**src/rtl/operand_bypass_unit.sv**
```systemverilog
// rtl/operand_bypass_unit.sv - Rs/Rt operand forwarding from the live ALU result and a short retire history
module operand_bypass_unit #(
    parameter int HIST_DEPTH = 2,
    parameter int DATA_W     = 32
) (
    input  logic              clk,
    input  logic              rst,
    input  logic [4:0]        rs_index,
    input  logic [4:0]        rt_index,
    input  logic [DATA_W-1:0] rs_val,
    input  logic [DATA_W-1:0] rt_val,
    input  logic [4:0]        rd_index,
    input  logic [DATA_W-1:0] rd_value,
    input  logic              rd_write_en,
    output logic [DATA_W-1:0] bypassed_rs_val,
    output logic [DATA_W-1:0] bypassed_rt_val
);

    logic              hist_valid [HIST_DEPTH];
    logic [4:0]        hist_index [HIST_DEPTH];
    logic [DATA_W-1:0] hist_value [HIST_DEPTH];
    logic              hist_live  [HIST_DEPTH];

    // Entry 0 is the newest; writes to r0 are stored invalid so they can never match.
    always_ff @(posedge clk or posedge rst) begin
        if (rst) begin
            for (int i = 0; i < HIST_DEPTH; i++) begin
                hist_valid[i] <= 1'b0;
                hist_index[i] <= 5'd0;
                hist_value[i] <= '0;
            end
        end else begin
            hist_valid[0] <= rd_write_en && (rd_index != 5'd0);
            hist_index[0] <= rd_index;
            hist_value[0] <= rd_value;
            for (int i = 1; i < HIST_DEPTH; i++) begin
                hist_valid[i] <= hist_valid[i-1];
                hist_index[i] <= hist_index[i-1];
                hist_value[i] <= hist_value[i-1];
            end
        end
    end

    always_comb begin
        for (int i = 0; i < HIST_DEPTH; i++) begin
            hist_live[i] = hist_valid[i] && !rst;
        end
    end

    // Scan oldest to newest so the youngest matching source is the last to assign.
    always_comb begin
        bypassed_rs_val = rs_val;
        bypassed_rt_val = rt_val;
        for (int i = HIST_DEPTH - 1; i >= 0; i--) begin
            if (hist_live[i] && hist_index[i] == rs_index) bypassed_rs_val = hist_value[i];
            if (hist_live[i] && hist_index[i] == rt_index) bypassed_rt_val = hist_value[i];
        end
        if (rd_write_en && rd_index == rs_index) bypassed_rs_val = rd_value;
        if (rd_write_en && rd_index == rt_index) bypassed_rt_val = rd_value;
        if (rs_index == 5'd0) bypassed_rs_val = rs_val;
        if (rt_index == 5'd0) bypassed_rt_val = rt_val;
    end

endmodule

```
**config.mk**
```make
export PLATFORM = sky130hd
export DESIGN_NAME = operand_bypass_unit
export DESIGN_NICKNAME = d
export VERILOG_FILES = /design/src/rtl/operand_bypass_unit.sv
export SDC_FILE = /design/constraint.sdc
export NUM_CORES = 1
export LEC_CHECK = 0
export ABC_AREA = 1
export CAP_MARGIN = 20
export CORE_UTILIZATION = 35
export CTS_BUF_LIST = sky130_fd_sc_hd__clkbuf_8
export DETAILED_ROUTE_END_ITERATION = 12
export HOLD_SLACK_MARGIN = 0.06
export PLACE_DENSITY = 0.64
export SLEW_MARGIN = 25
export SYNTH_ARGS = -nofsm -noshare
export SYNTH_HDL_FRONTEND = slang
export SYNTH_SLANG_ARGS = --single-unit
```
**constraint.sdc**
```tcl
create_clock -name clk -period 2.9 [get_ports clk]
set_input_delay 0.29 -clock clk [delete_from_list [all_inputs] [get_ports clk]]
set_output_delay 0.29 -clock clk [all_outputs]
set_load 0.01 [all_outputs]
```
== Word-level counts from Yosys, hierarchy flattened ==
Cells that the tools add are included.
Cells by class
  equality and inequality tests: 6
  reduce and logical (&&, ||, !) cells: 13
  multiplexer cells: 8
Operators with widths (number)
  32-bit two-way mux: 8
  5-bit equality test: 6
  5-bit logical NOT: 2
  1-bit logical AND: 9
  5-bit nonzero test: 1
  1-bit logical NOT: 1
Word-level totals
  logic and storage cells: 33
  output and inout port bits: 64
  register bits: 76

== Logic depth before layout (Yosys ltp) ==
  word-level depth: 7
  gate-level depth with buffers: 11
  gate-level depth less buffers: 10

== Worst setup path after synthesis ==
OpenSTA, ideal clock, no wires.
  path kind: register to output
  from: register hist_index[0] (netlist name)
  to: output port bypassed_rt_val[10]
  path buffers: 1
  setup slack: 1.290 ns
  arrival: 1.320 ns
  data required time: 2.610 ns
  cell stages (with the launch flop): 11
  path through: dfrtp_1 > inv_1 > nor2_1 > nor2_1 > nand3_2 > buf_2 > nand2_1 > nand3_1 > nand2_1 > nand2_1 > nand2_1
On the way
  longest elaborated chain between the ends: 6
RTL lines
  start: declaration: line 20  | logic [4:0] hist_index [HIST_DEPTH];
  start signal: indexed assignment: line 38  | hist_index[i] <= hist_index[i-1];
  5-bit equality test: line 56  | if (hist_live[i] && hist_index[i] == rt_index) bypassed_rt_val = hist_value[i];
  1-bit logical AND: line 56
  32-bit two-way mux (2 in series): line 56
  32-bit two-way mux: line 59  | if (rd_write_en && rd_index == rt_index) bypassed_rt_val = rd_value;
  32-bit two-way mux: line 61  | if (rt_index == 5'd0) bypassed_rt_val = rt_val;
  end: declaration: line 16  | output logic [DATA_W-1:0] bypassed_rt_val
No other way between the ends.

== Worst setup path in the final report ==
  from: input port rs_index[0]
  to: output port bypassed_rs_val[2]
On the way
  longest elaborated chain between the ends: 6
  elaborated cells on any way between the ends: 11
  those cells by class: 3 x eq/ne; 4 x mux; 4 x reduce/logical
RTL lines
  start: declaration: line 8  | input logic [4:0] rs_index,
  5-bit equality test: line 55  | if (hist_live[i] && hist_index[i] == rs_index) bypassed_rs_val = hist_value[i];
  1-bit logical AND: line 55
  32-bit two-way mux (2 in series): line 55
  32-bit two-way mux: line 58  | if (rd_write_en && rd_index == rs_index) bypassed_rs_val = rd_value;
  32-bit two-way mux *: line 60  | if (rs_index == 5'd0) bypassed_rs_val = rs_val;
  end: declaration: line 15  | output logic [DATA_W-1:0] bypassed_rs_val,
Every way passes the cells marked *; elsewhere a longest branch is shown, timed or not.

==> impl_metrics.yaml <==
status:
  status: "complete, no violations"
setup_path:
  cp.arrival_ns: 2.45
  worst_path_max_delay_cell: "clkdlybuf4s50_1"
  startpoint: "rs_index[0]"
  r2r_cells: 0
  setup.worst_path.class: "primary input to output port"
  slowest_delay_ns: 0.58
  critical_path_required_ns: 2.61
  rr_endpoint: "hist_index[0]"
  path_cells: "clkdlybuf4s50_1, xor2_1, nor2_1, nand2_1, nor2_4, buf_12, clkbuf_16, a21oi_1, nand2_1, nand2_1, clkdlybuf4s50_1"
  cp-end-kind: "output port"
  crit_top_cell: "nand2_1"
  worstReg2RegStart: "hist_index[5]"
  r2r_slack_ns: 2.34
  crit_end: "bypassed_rs_val[2]"
  cp_max_fo: 16
  cp-start-kind: "primary input"
final_layout:
  num_antenna_cells: 0
  fillers: 1804
  multi_input_area_mm2: 0.003302
  layout.nets: 1341
  regArea_mm2: 0.001902
  final_cell_mix: "nand2_1, inv_1, clkdlybuf4s50_1"
  final_cell_area_mm2: 0.008672
  area_growth_pct: 39.99
  mostFrequentLayoutCell: "nand2_1"
  drive_gt1_share_pct: 6.250
pwr:
  powerDensity_mw_per_mm2: 346.8
  power_uw: 3007
  p_leak_uw: 0.004759
  vdd_ir_drop_max_mv: 0.2546
floorplan:
  fp.dieArea_mm2: 0.01824
  coreArea_mm2: 0.01730
  pin_count: 178
  fp.dieW_um: 135.0
  die_h_um: 135.0
  start_util_pct: 35.81
  row_count: 48
synth:
  synth_nets: 1180
  yosys.area_share.simple_pct: 46.11
  synth_top_family_by_area: "simple AND/OR/NAND/NOR gates"
  yosys.area_share.adder_pct: 0
  yosys-top-cells-area: "dfrtp_1, nand2_1, inv_1"
  synth_xor_area_share_pct: 0.5655
  yosys_warnings: 0
  yosysTopAreaCellShare_pct: 30.70
  yosysTopAreaCell: "dfrtp_1"
  yosys_register_bits: 76
  yosysSeqAreaShare_pct: 30.70
  synth_enable_flop_cells: 0
  synthDistinctLibCells: 25
  synthCells: 1066
  synth_compound_area_share_pct: 6.120
  ys.flop_type: "dfrtp_1"
  async_reset_ff_share_pct: 100.0
  synthMuxAreaShare_pct: 0
  syn_avg_cell_area_um2: 5.811
  syn_area_mm2: 0.006195
detailed_routing:
  first_pass_iters: 5
  postRouteAntennaNets: 0
  drc: 0
  wirelength_um: 20110
  via_count: 6951
  avgViaCountPerCell: 4.771
  drtIter0Drc: 440
  wl_per_cell_um: 13.80
global_routing:
  grt_pass1_vias: 6402
  overflow: 0
  grt_antenna_before_repair: 1
  grt_max_degree: 41
  grt_pass1_wl_um: 32340
  track_usage_pct: 22.47
worst_hold_path:
  worstHoldStart: "rd_index[4]"
  hp-class: "primary input to register"
clock_tree:
  postCtsHoldBufs: 0
  cts_made_buffers: 9
  clock_sinks: 76
  cts.clk_slew.worst_paths_ns: 0.08
  cts_tree: "done"
  clk_latency_ns: 0.37
  htree_levels: 3
  max-clock-path-buffers: 2
  root_buffer: "clkbuf_8"
sta:
  setup_tns_ns: 0
  slew_headroom_pct: 53.33
  fin_crit_sh_pct: 94.64
  finClkSkew_ns: 0.009835
  finalSetupViolations: 0
  slew_violations: 0
  rsz0062_at_grt: "false"
  tightest_slew_ns: 0.6992
  fin_crit_ns: 2.745
  finalHoldViolCount: 0
  max_freq_ghz: 0.3644
run:
  cap_violations: 0
placement:
  place_congestion: 0.8436
  place_area_mm2: 0.008366
  io_buffer_count: 177
  hpwlAfterDp_um: 14050
-- final cells by class --
type	count	area share [%]
timing repair buffer	210	25.88
inverter	187	8.108
clock inverter	7	1.327
multi-input combinational	743	38.08
sequential	76	21.93
clock buffer	9	1.428
tap	225	3.246
-- cells by family after synthesis --
family	after synthesis
compound gates	74
flops	76
xor+xnor	4
buf+inv	247
simple gates	665
-- layer usage --
metal  GRT usage (%)  part of all wire (%)
met1           30.85                    45
met4           5.056                  0.99
met3           4.129                   7.2
met5               0                 0.060
met2           36.57                    46
-- synthesized netlist by cell type (all sizes together) (2+ instances only) --
cell type	number
nand2	377
nand4	65
a21oi	64
dfrtp	76
nand3	70
o21ai	7
inv	187
xnor2	2
buf	46
xor2	2
nor3	2
clkbuf	14
nor2	150
-- stage by stage --
stage	hold WS, ns	setup WS (ns)	util [%]	std cells
finish	0.1573	0.1554	50.14	1457
floorplan	0.3214	0.6717	-	1066
global placement	0.3548	0.1162	48.37	1439
detailed placement	0.3588	0.1246	48.37	1439
CTS	0.3640	0.1077	49.75	1455
global route	0.1433	0.00009681	50.14	1457
-- worst min-delay path by stage --
stage / slack (ns) / endpoint / depth (start not counted)
floorplan: 0.32 / hist_index[5] / 0
global placement: 0.35 / hist_value[17] / 0
detailed placement: 0.36 / hist_value[27] / 0
CTS: 0.36 / hist_value[39] / 1
global route: 0.14 / hist_index[9] / 1
finish: 0.16 / hist_index[9] / 1
-- state kept, by name, indices dropped and copies added (netlist names) --
signal and cells:
hist_value 64, hist_index 10, hist_valid 2
-- timing repair --
action / 4_1_cts / 5_1_grt
hold endpoints to repair: 0 / 0
gates resized for setup: 0 / 9
buffers inserted: 0 / 1
endpoints found under the setup margin: 0 / 28
-- worst max-delay path, delay by kind of cell --
| kind | cells | cell delay (ns) |
|---|---|---|
| AND/OR/NAND/NOR | 5 | 0.39 |
| XOR/XNOR | 1 | 0.18 |
| AO/OA/AOI/OAI | 1 | 0.13 |
| buffers and inverters | 4 | 1.44 |
-- power by group --
group | total, uW | internal, uW | leakage, uW | switching [uW]
sequential | 1140 | 1110 | 0.000886 | 24.2
combinational | 890 | 427 | 0.00376 | 463
clock | 980 | 568 | 0.000115 | 413
Note: power is estimated with default switching activity, not from simulation.
